File: src/rtl/kingdom_sacred_pkg.sv
// kingdom_sacred_pkg
// Shared definitions for the kingdom-layer sacred constant verifier:
//   - 64-bit fraction words and integer parts of phi, pi and e
//   - verifier FSM state encoding
//   - const_addr encodings of the constant read port
package kingdom_sacred_pkg;

  // Fraction words are truncated to the top FRAC_W bits at elaboration.
  localparam logic [63:0] PHI_FRAC64 = 64'h9E3779B97F4A7C15;
  localparam logic [63:0] PI_FRAC64  = 64'h243F6A8885A308D3;
  localparam logic [63:0] E_FRAC64   = 64'hB7E151628AED2A6A;

  localparam int PHI_INT = 1;
  localparam int PI_INT  = 3;
  localparam int E_INT   = 2;

  typedef enum logic [2:0] {
    ST_IDLE,
    ST_SQ,
    ST_INV,
    ST_PROD,
    ST_CMP,
    ST_LUC,
    ST_DONE
  } state_t;

  typedef enum logic [2:0] {
    ADDR_PHI        = 3'd0,
    ADDR_PHI_SQ     = 3'd1,
    ADDR_INV_PHI    = 3'd2,
    ADDR_INV_PHI_SQ = 3'd3,
    ADDR_PI         = 3'd4,
    ADDR_E          = 3'd5,
    ADDR_THREE      = 3'd6,
    ADDR_ZERO       = 3'd7
  } const_addr_t;

endpackage

File: src/rtl/kingdom_fx_mul.sv
// kingdom_fx_mul
// Combinational unsigned Q(INT_W.FRAC_W) multiplier. The full product is
// truncated back to Q(INT_W.FRAC_W); if any integer bit above the kept
// range is set the result saturates to all-ones and ovf is raised.
//   a, b : operands, INT_W+FRAC_W bits
//   y    : truncated/saturated product
//   ovf  : saturation occurred
module kingdom_fx_mul
  import kingdom_sacred_pkg::*;
#(
  parameter int INT_W  = 8,
  parameter int FRAC_W = 32
) (
  input  logic [INT_W+FRAC_W-1:0] a,
  input  logic [INT_W+FRAC_W-1:0] b,
  output logic [INT_W+FRAC_W-1:0] y,
  output logic                    ovf
);

  localparam int W = INT_W + FRAC_W;

  // Product bits below FRAC_W are dropped inside the expression so no
  // partially-used intermediate signal exists.
  logic [W+INT_W-1:0] kept;

  assign kept = (W+INT_W)'(({{W{1'b0}}, a} * {{W{1'b0}}, b}) >> FRAC_W);
  assign ovf  = |kept[W+INT_W-1:W];
  assign y    = ovf ? '1 : kept[W-1:0];

endmodule

File: src/rtl/kingdom_sacred_verifier.sv
// kingdom_sacred_verifier
// Serves the sacred constants in unsigned Q(INT_W.FRAC_W) through a
// registered read port and, on request, runs a sequential verification
// pass (golden identities plus Lucas / phi-power correspondence) on one
// shared multiplier.
//   clk, rst          : clock, synchronous active-high reset
//   start             : request a pass (sampled in IDLE only)
//   const_addr/data   : constant select and registered constant
//   busy, done        : pass in progress / one-cycle end pulse
//   identity_verified : sticky verdict of the last pass
//   fail_mask         : sticky per-check failures (bit 3 = Lucas check)
//   lucas_out         : last L(n) computed
//   phi_pow_out       : last phi^n computed
//   ovf               : sticky multiplier saturation
module kingdom_sacred_verifier
  import kingdom_sacred_pkg::*;
#(
  parameter int INT_W   = 8,
  parameter int FRAC_W  = 32,
  parameter int LUCAS_N = 10,
  parameter int TOL     = 64
) (
  input  logic                    clk,
  input  logic                    rst,
  input  logic                    start,
  input  logic [2:0]              const_addr,
  output logic [INT_W+FRAC_W-1:0] const_data,
  output logic                    busy,
  output logic                    done,
  output logic                    identity_verified,
  output logic [3:0]              fail_mask,
  output logic [INT_W-1:0]        lucas_out,
  output logic [INT_W+FRAC_W-1:0] phi_pow_out,
  output logic                    ovf
);

  localparam int W   = INT_W + FRAC_W;
  localparam int N_W = 8;

  localparam logic [FRAC_W-1:0] PHI_F = FRAC_W'(PHI_FRAC64 >> (64 - FRAC_W));
  localparam logic [FRAC_W-1:0] PI_F  = FRAC_W'(PI_FRAC64 >> (64 - FRAC_W));
  localparam logic [FRAC_W-1:0] E_F   = FRAC_W'(E_FRAC64 >> (64 - FRAC_W));

  localparam logic [W-1:0] PHI        = {INT_W'(PHI_INT), PHI_F};
  localparam logic [W-1:0] PI_C       = {INT_W'(PI_INT), PI_F};
  localparam logic [W-1:0] E_C        = {INT_W'(E_INT), E_F};
  localparam logic [W-1:0] ONE        = {INT_W'(1), FRAC_W'(0)};
  localparam logic [W-1:0] TWO        = {INT_W'(2), FRAC_W'(0)};
  localparam logic [W-1:0] THREE      = {INT_W'(3), FRAC_W'(0)};
  localparam logic [W-1:0] PHI_SQ     = PHI + ONE;
  localparam logic [W-1:0] INV_PHI    = PHI - ONE;
  localparam logic [W-1:0] INV_PHI_SQ = TWO - PHI;

  localparam logic signed [W+1:0] TOL_W  = (W+2)'(TOL);
  localparam logic [W:0]          HALF   = (W+1)'(1) << (FRAC_W - 1);
  localparam logic [N_W-1:0]      N_LAST = N_W'(LUCAS_N - 1);

  state_t state, state_next;

  logic [W-1:0]           m0, m1, m2;
  logic [W-1:0]           mul_a, mul_b, mul_y;
  logic                   mul_ovf;
  logic [W-1:0]           const_sel;
  logic [INT_W-1:0]       l_prev, l_next;
  logic [N_W-1:0]         n;
  logic                   luc_init, luc_last;
  logic signed [W+1:0]    d0, d1, d2;
  logic                   ok0, ok1, ok2;
  logic [INT_W:0]         p_round;
  logic                   check3_fail, ovf_final;
  logic [3:0]             fail_final;

  function automatic logic within_tol(input logic signed [W+1:0] d);
    logic signed [W+1:0] mag;
    mag = d[W+1] ? -d : d;
    return mag <= TOL_W;
  endfunction

  kingdom_fx_mul #(
    .INT_W  (INT_W),
    .FRAC_W (FRAC_W)
  ) u_mul (
    .a   (mul_a),
    .b   (mul_b),
    .y   (mul_y),
    .ovf (mul_ovf)
  );

  // Operand steering for the single shared multiplier.
  always_comb begin
    mul_a = PHI;
    mul_b = PHI;
    case (state)
      ST_INV: begin
        mul_a = INV_PHI;
        mul_b = INV_PHI;
      end
      ST_PROD: mul_b = INV_PHI;
      ST_LUC:  mul_a = phi_pow_out;
      default: ;
    endcase
  end

  // Differences are two bits wider than the operands so m0+m1 cannot wrap
  // and the sign survives.
  assign d0  = $signed({2'b00, m0}) - $signed({2'b00, PHI_SQ});
  assign d1  = $signed({2'b00, m0}) + $signed({2'b00, m1}) - $signed({2'b00, THREE});
  assign d2  = $signed({2'b00, m2}) - $signed({2'b00, ONE});
  assign ok0 = within_tol(d0);
  assign ok1 = within_tol(d1);
  assign ok2 = within_tol(d2);

  // The first LUC cycle (n == 0) loads the entry values; each later cycle
  // is one recurrence step, the last being the one that produces LUCAS_N.
  assign luc_init = (n == N_W'(0));
  assign luc_last = (n == N_LAST);
  assign l_next   = lucas_out + l_prev;

  // Final Lucas check is evaluated on the values being written by the last
  // step so the verdict is already settled in the DONE cycle.
  assign p_round     = (INT_W+1)'(({1'b0, mul_y} + HALF) >> FRAC_W);
  assign check3_fail = (p_round != {1'b0, l_next});
  assign ovf_final   = ovf | mul_ovf;
  assign fail_final  = {check3_fail, fail_mask[2:0]};

  always_comb begin
    const_sel = '0;
    case (const_addr)
      ADDR_PHI:        const_sel = PHI;
      ADDR_PHI_SQ:     const_sel = PHI_SQ;
      ADDR_INV_PHI:    const_sel = INV_PHI;
      ADDR_INV_PHI_SQ: const_sel = INV_PHI_SQ;
      ADDR_PI:         const_sel = PI_C;
      ADDR_E:          const_sel = E_C;
      ADDR_THREE:      const_sel = THREE;
      default:         const_sel = '0;
    endcase
  end

  always_ff @(posedge clk) begin
    if (rst) state <= ST_IDLE;
    else     state <= state_next;
  end

  always_comb begin
    state_next = state;
    busy       = 1'b0;
    done       = 1'b0;
    case (state)
      ST_IDLE: if (start) state_next = ST_SQ;
      ST_SQ: begin
        busy       = 1'b1;
        state_next = ST_INV;
      end
      ST_INV: begin
        busy       = 1'b1;
        state_next = ST_PROD;
      end
      ST_PROD: begin
        busy       = 1'b1;
        state_next = ST_CMP;
      end
      ST_CMP: begin
        busy       = 1'b1;
        state_next = ST_LUC;
      end
      ST_LUC: begin
        busy = 1'b1;
        if (luc_last) state_next = ST_DONE;
      end
      ST_DONE: begin
        done       = 1'b1;
        state_next = ST_IDLE;
      end
      default: state_next = ST_IDLE;
    endcase
  end

  // Datapath and sticky status registers; the read port is refreshed every
  // cycle independent of the FSM.
  always_ff @(posedge clk) begin
    if (rst) begin
      const_data        <= '0;
      m0                <= '0;
      m1                <= '0;
      m2                <= '0;
      n                 <= '0;
      l_prev            <= '0;
      lucas_out         <= '0;
      phi_pow_out       <= '0;
      fail_mask         <= '0;
      identity_verified <= 1'b0;
      ovf               <= 1'b0;
    end else begin
      const_data <= const_sel;
      case (state)
        ST_IDLE: begin
          if (start) begin
            identity_verified <= 1'b0;
            fail_mask         <= '0;
            ovf               <= 1'b0;
          end
        end
        ST_SQ: begin
          m0  <= mul_y;
          ovf <= ovf_final;
        end
        ST_INV: begin
          m1  <= mul_y;
          ovf <= ovf_final;
        end
        ST_PROD: begin
          m2  <= mul_y;
          ovf <= ovf_final;
        end
        ST_CMP: begin
          fail_mask[2:0] <= {~ok2, ~ok1, ~ok0};
          n              <= '0;
        end
        ST_LUC: begin
          if (luc_init) begin
            phi_pow_out <= PHI;
            l_prev      <= INT_W'(2);
            lucas_out   <= INT_W'(1);
            n           <= N_W'(1);
          end else begin
            phi_pow_out <= mul_y;
            l_prev      <= lucas_out;
            lucas_out   <= l_next;
            n           <= n + N_W'(1);
            ovf         <= ovf_final;
            if (luc_last) begin
              fail_mask[3]      <= check3_fail;
              identity_verified <= (fail_final == 4'd0) && !ovf_final;
            end
          end
        end
        default: ;
      endcase
    end
  end

endmodule

File: config.mk
export PLATFORM = sky130hd
export DESIGN_NAME = kingdom_sacred_verifier
export DESIGN_NICKNAME = d
export VERILOG_FILES = /design/src/rtl/kingdom_sacred_pkg.sv /design/src/rtl/kingdom_fx_mul.sv /design/src/rtl/kingdom_sacred_verifier.sv
export SDC_FILE = /design/constraint.sdc
export NUM_CORES = 2
export LEC_CHECK = 0
export ABC_AREA = 1
export CAP_MARGIN = 20
export CORE_ASPECT_RATIO = 0.8
export CORE_MARGIN = 2
export CORE_UTILIZATION = 45
export CTS_BUF_LIST = sky130_fd_sc_hd__clkbuf_16
export CTS_CLUSTER_DIAMETER = 200
export DETAILED_ROUTE_END_ITERATION = 8
export GPL_TIMING_DRIVEN = 0
export PLACE_DENSITY = 0.6
export SLEW_MARGIN = 10
export SYNTH_ARGS = -nofsm -noshare
export SYNTH_HDL_FRONTEND = slang
export SYNTH_SLANG_ARGS = --single-unit
File: constraint.sdc
create_clock -name clk -period 12.2 [get_ports clk]
set_input_delay 1.22 -clock clk [delete_from_list [all_inputs] [get_ports clk]]
set_output_delay 1.22 -clock clk [all_outputs]
set_load 0.02 [all_outputs]
## Word-level counts from Yosys, hierarchy flattened

Index checks and enable logic that the tools add are counted.
W data, S select, Z words.

| storage, ports and cells | value |
|---|---|
| bits in registers | 233 |
| bits of input ports | 6 |
| output and inout port bits | 96 |
| word-level logic and storage cells | 94 |

| operators by class | value |
|---|---|
| $add $sub $neg | 10 |
| $mul | 1 |
| magnitude comparators | 3 |
| equality and inequality tests | 17 |
| mux-type cells | 28 |
| bitwise gates (word level) | 4 |
| reductions and logical operators | 18 |

Operators with widths:

| kind | count |
|---|---|
| $pmux W34 S7 | 1 |
| $le A42 B8 Y1 const B | 3 |
| $mux W42 | 3 |
| $neg A41 Y42 | 2 |
| $mux W40 | 2 |
| $pmux W40 S2 | 1 |
| $mul A40 B33 Y73 | 1 |
| $neg A42 Y42 | 1 |
| $sub A41 B34 Y42 const B | 1 |
| $add A40 B32 Y41 const B | 1 |
| $add A40 B40 Y41 | 1 |
| $sub A40 B33 Y41 const B | 1 |
| $sub A40 B34 Y41 const B | 1 |
| $mux W33 | 1 |
| $mux W8 | 3 |
| $eq A3 B3 Y1 const B | 6 |
| $pmux W3 S6 | 1 |
| $pmux W8 S2 | 1 |
| $eq A3 B2 Y1 const B | 4 |
| $ne A9 B8 Y1 | 1 |
| $add A8 B1 Y8 const B | 1 |
| $add A8 B8 Y8 | 1 |
| $eq A8 B4 Y1 const B | 1 |
| $logic_not A8 Y1 | 1 |
| 23 further kinds | 41 |

## Longest topological paths before layout

| depth | value |
|---|---|
| word-level depth | 13 |
| gate-level depth with buffers | 51 |
| gate-level depth less buffers | 50 |

## By module

Synthesis repeated with hierarchy kept, for this count alone.

| unflattened totals | value |
|---|---|
| cell total of the unflattened synthesis | 9,916 |
| area, all modules | 70,794.1 um^2 |

By module, submodules not included:

| module | times used | cells each | area an instance (um^2) | seq. area each (um^2) |
|---|---|---|---|---|
| kingdom_fx_mul | 1 | 6,928 | 53,251.1 | 0.0 |
| kingdom_sacred_verifier | 1 | 2,988 | 17,543.1 | 4,083.9 |

## Least setup slack after synthesis

No wires, ideal clock.

| timing path | value |
|---|---|
| path kind | reg2reg |
| from | register state[0] |
| to | register fail_mask[3] |
| setup time | 0.132 ns |
| arrival | 8.571 ns |
| data required time | 12.068 ns |
| setup slack | 3.496 ns |
| cell stages (with the launch flop) | 49 |
| path buffers | 2 |
| period minus slack after synthesis | 8.704 ns |
| path through | dfxtp_1 > buf_4 > nand2_2 > nor2_8 > clkinv_1 > clkbuf_1 > nor2_1 > inv_1 > ha_1 > inv_1 > fa_1 > inv_1 > fa_1 > inv_1 > fa_1 > inv_1 > fa_1 > inv_1 > [13 not listed] > nand2_1 > nand3_2 > nand2_2 > nand2_1 > nand2_2 > nand2_4 > nand3_2 > ha_1 > xor2_1 > or2_0 > a21oi_1 > nand3_1 > nor2_1 > nand2_1 > nor2_2 > nand2_1 > nand2_1 > a21oi_1 |

| between the ends | value |
|---|---|
| longest elaborated chain between the ends | 11 |
| elaborated cells on any way between the ends | 20 |
| those cells by class | add/sub: 1; mul: 1; eq/ne: 7; mux: 6; reduce/logical: 5 |

Ends and longest elaborated chain:

| item | RTL line | source |
|---|---|---|
| from (decl) | kingdom_sacred_verifier.sv:58 | `state_t state, state_next;` |
| from (signal assigned) | kingdom_sacred_verifier.sv:142 | `else state <= state_next;` |
| $eq A3 B2 Y1 | kingdom_sacred_verifier.sv:93 | `case (state)` |
| $reduce_or A2 Y1 (no line) | n/a |  |
| $mux W33 | kingdom_sacred_verifier.sv:93 |  |
| $mul A40 B33 Y73 * | kingdom_fx_mul.sv:26 | `assign kept = (W+INT_W)'(({{W{1'b0}}, a} * {{W{1'b0}}, b}) >> FRAC_W);` |
| $reduce_or A8 Y1 | kingdom_fx_mul.sv:27 | `assign ovf = \|kept[W+INT_W-1:W];` |
| $mux W40 * | kingdom_fx_mul.sv:28 | `assign y = ovf ? '1 : kept[W-1:0];` |
| via mul_y[32] | kingdom_sacred_verifier.sv:61 | `logic [W-1:0] mul_a, mul_b, mul_y;` |
| $add A40 B32 Y41 * | kingdom_sacred_verifier.sv:121 | `assign p_round = (INT_W+1)'(({1'b0, mul_y} + HALF) >> FRAC_W);` |
| $ne A9 B8 Y1 * | kingdom_sacred_verifier.sv:122 | `assign check3_fail = (p_round != {1'b0, l_next});` |
| $mux W1 * | kingdom_sacred_verifier.sv:232 | `if (luc_last) begin` |
| $mux W1 * | kingdom_sacred_verifier.sv:221 | `if (luc_init) begin` |
| $pmux W1 S2 * | kingdom_sacred_verifier.sv:196 | `case (state)` |
| to (signal assigned) | kingdom_sacred_verifier.sv:233 | `fail_mask[3] <= check3_fail;` |
| to (decl) | kingdom_sacred_verifier.sv:31 | `output logic [3:0] fail_mask,` |

The timed path passes the listed nets; every way through them passes the cells marked *. The select of a mux whose other input is x is not followed.
A chain may end at the register's enable or synchronous reset.

## Final worst setup path

| timing path | value |
|---|---|
| from | register state[1] |
| to | register fail_mask[3] |

Same word-level chain as after synthesis.

==> flow_summary.toml <==
[sta]
min_period_over_period = 0.947
rsz0062_at_grt = "false"
drv_slew = 0
worst_pin_slew_ns = 1.18
fmax_ghz = 0.0865
clock_skew_ns = 0.0163
fin_tns_setup_ns = 0
post-route-min-period_ns = 11.55
max-slew-margin-rel = 0.211
hold_viol_final = 0
setup_viol = 0

[setup_path]
slowest_delay_ns = 1.04
slowest_stage = "nor2_1"
crit_top_cell = "fa_1"
cp-start-kind = "register"
crit_start = "state[1]"
reg2reg_depth = 39
crit_path_end = "fail_mask[3]"
cp.arrival_ns = 11.93
cp_data_required_time_ns = 12.58
critical_path_buf_inv_count = 8
cp.depth = 39
timing.rr.end = "fail_mask[3]"
ff2ff_setup_slack_ns = 0.65
critical_path_class = "register to register"
crit_path_max_fanout = 10
cp_top_family = "adder cells"
r2r-start = "state[1]"
worstSetupEndpointType = "register"

[global_route]
grt_max_degree = 15
grt_pass1_wl_microns = 237000
track_usage = 0.316
grt_antenna_before_repair = 0
gr-total-overflow = 0
grt_pass1_vias = 37954

[cts]
holdBufCountCts = 0
cts_sinks = 204
cts-htree-levels = 1
clk_latency_ns = 0.52
cts_root_buf = "clkbuf_16"
tritoncts = "done"
clkTransAtPathRegs_ns = 0.06
cts_max_path_buffers = 3
cts_made_buffers = 22

[logic_synthesis]
synth-edff-count = 0
netlist.area_leader.share = 0.299
netlist_area_sq_um = 44200
synth_flop_cell = "dfxtp_1"
synth_area_leader_cell = "fa_1"
synth_area_leaders = "fa_1, ha_1, inv_1"
synthCells = 5997
post_synth_num_cell_types = 61
ys_async_sr_fraction = 0
synth_seq_area_share = 0.0924
synth_seq_cells = 204
synth.most_common_cell = "inv_1"
synthTopCellsByCount = "inv_1, nand2_1, fa_1"
yosysWarnings = 0
synth_area_per_cell_sq_um = 7.37

[placed_design]
place_area_sq_um = 46900
dpl.cell_count = 7403
dpl.hpwl_microns = 138000
io_buffers = 95
place.gp.congestion = 0.992

[status]
status = "complete, no violations"

[finish]
instances_no_fill = 7442
design_area_sq_um = 47600
final_util = 0.490
seqCellArea_sq_um = 4080
fillerInstances = 9810
syn2layout_area_growth_pct = 7.60
final_layout_size_suffix_gt1_frac = 0.0347
multi_input_area_sq_um = 33200
antenna_cells = 0
num-nets-final = 7346

[route]
vias = 38997
vias_per_cell = 5.24
drtIter0Drc = 3703
remaining_drc_errors = 0
antenna_left = 0
wirelength_microns = 158000
dr.pass1.iters = 7
wl_per_cell_microns = 21.2

[floorplanning]
dieWidth_microns = 354
num_rows = 102
start_util = 0.455
coreArea_sq_um = 97100
die_area_sq_um = 101000
io_pins = 102
fp.dieH_microns = 284

[flow_run]
drv_cap = 0

[hold_path]
hold_path.class = "register to register"
## final cells by class
type / instances / share of cell area
flip-flops and latches: 204 / 0.0858
plain buffers: 111 / 0.0119
repair buffers: 102 / 0.0214
well taps: 1300 / 0.0342
inverters: 1705 / 0.135
clock buffers: 23 / 0.0121
multi-input cells: 3982 / 0.698
clock inverters: 15 / 0.00231
## layout by cell type (no fill, tap or decap), types with 69 or more instances in the layout
master	synthesis	layout
nand3_1	240	240
nor2_1	479	477
a21oi_1	294	293
nand2_1	1058	1058
clkdlybuf4s50_1	0	95
xor2_1	73	73
fa_1	661	661
dfxtp_1	204	204
o21ai_0	228	228
inv_1	1660	1663
ha_1	551	551
nand4_1	69	69
## what timing repair did
| item | in CTS | in global routing |
|---|---|---|
| gates resized for setup | 0 | 1 |
| buffers inserted | 0 | 0 |
| setup endpoints to repair | 0 | 1 |
| hold endpoints to repair | 0 | 0 |
## state kept, by name (all words and copies together) (netlist names)
name               cells
m0                    40
m1                    40
m2                    40
phi_pow_out           40
const_data            11
l_prev                 8
lucas_out              8
n                      8
fail_mask              4
state                  3
identity_verified      1
ovf                    1
## worst min-delay path, stage by stage (launching register included)
cell	delay, ns
dfxtp_1	0.31
nand2_1	0.06
a21oi_1	0.06
## worst min path at each step
stage	endpoint	cells after the start	slack [ns]	from
CTS	l_prev[0]	2	0.47	l_prev[0]
floorplan	l_prev[0]	2	0.45	l_prev[0]
detailed placement	fail_mask[3]	2	0.46	fail_mask[3]
global route	l_prev[3]	2	0.50	l_prev[3]
finish	l_prev[6]	2	0.47	l_prev[6]
global placement	l_prev[0]	2	0.46	l_prev[0]
## metal layers
layer / up-vias / wire [microns] / global-route usage
met3: 144 / 24300 / 0.144
met5: - / 0 / 0
met4: 0 / 2680 / 0.0479
li1: 18397 / - / -
met1: 18623 / 74600 / 0.488
met2: 1833 / 56300 / 0.397
## logic make-up after synthesis
logic type      share of synthesized area
compound gates                     0.0847
xor+xnor                           0.0170
fa+ha+maj                           0.455
buf+inv                             0.158
flops                              0.0924
other cells                     0.0000848
simple gates                        0.193
## through the flow
step	worst slack, ns	hold WS (ns)
2_1_floorplan	3.50	0.449
3_3_place_gp	0.734	0.456
3_5_place_dp	0.865	0.460
4_1_cts	0.804	0.472
5_1_grt	0.0290	0.497
6_report	0.645	0.472
Power is not shown: default switching activity piles up to over one toggle a cycle in this logic, so the estimate is an artifact.
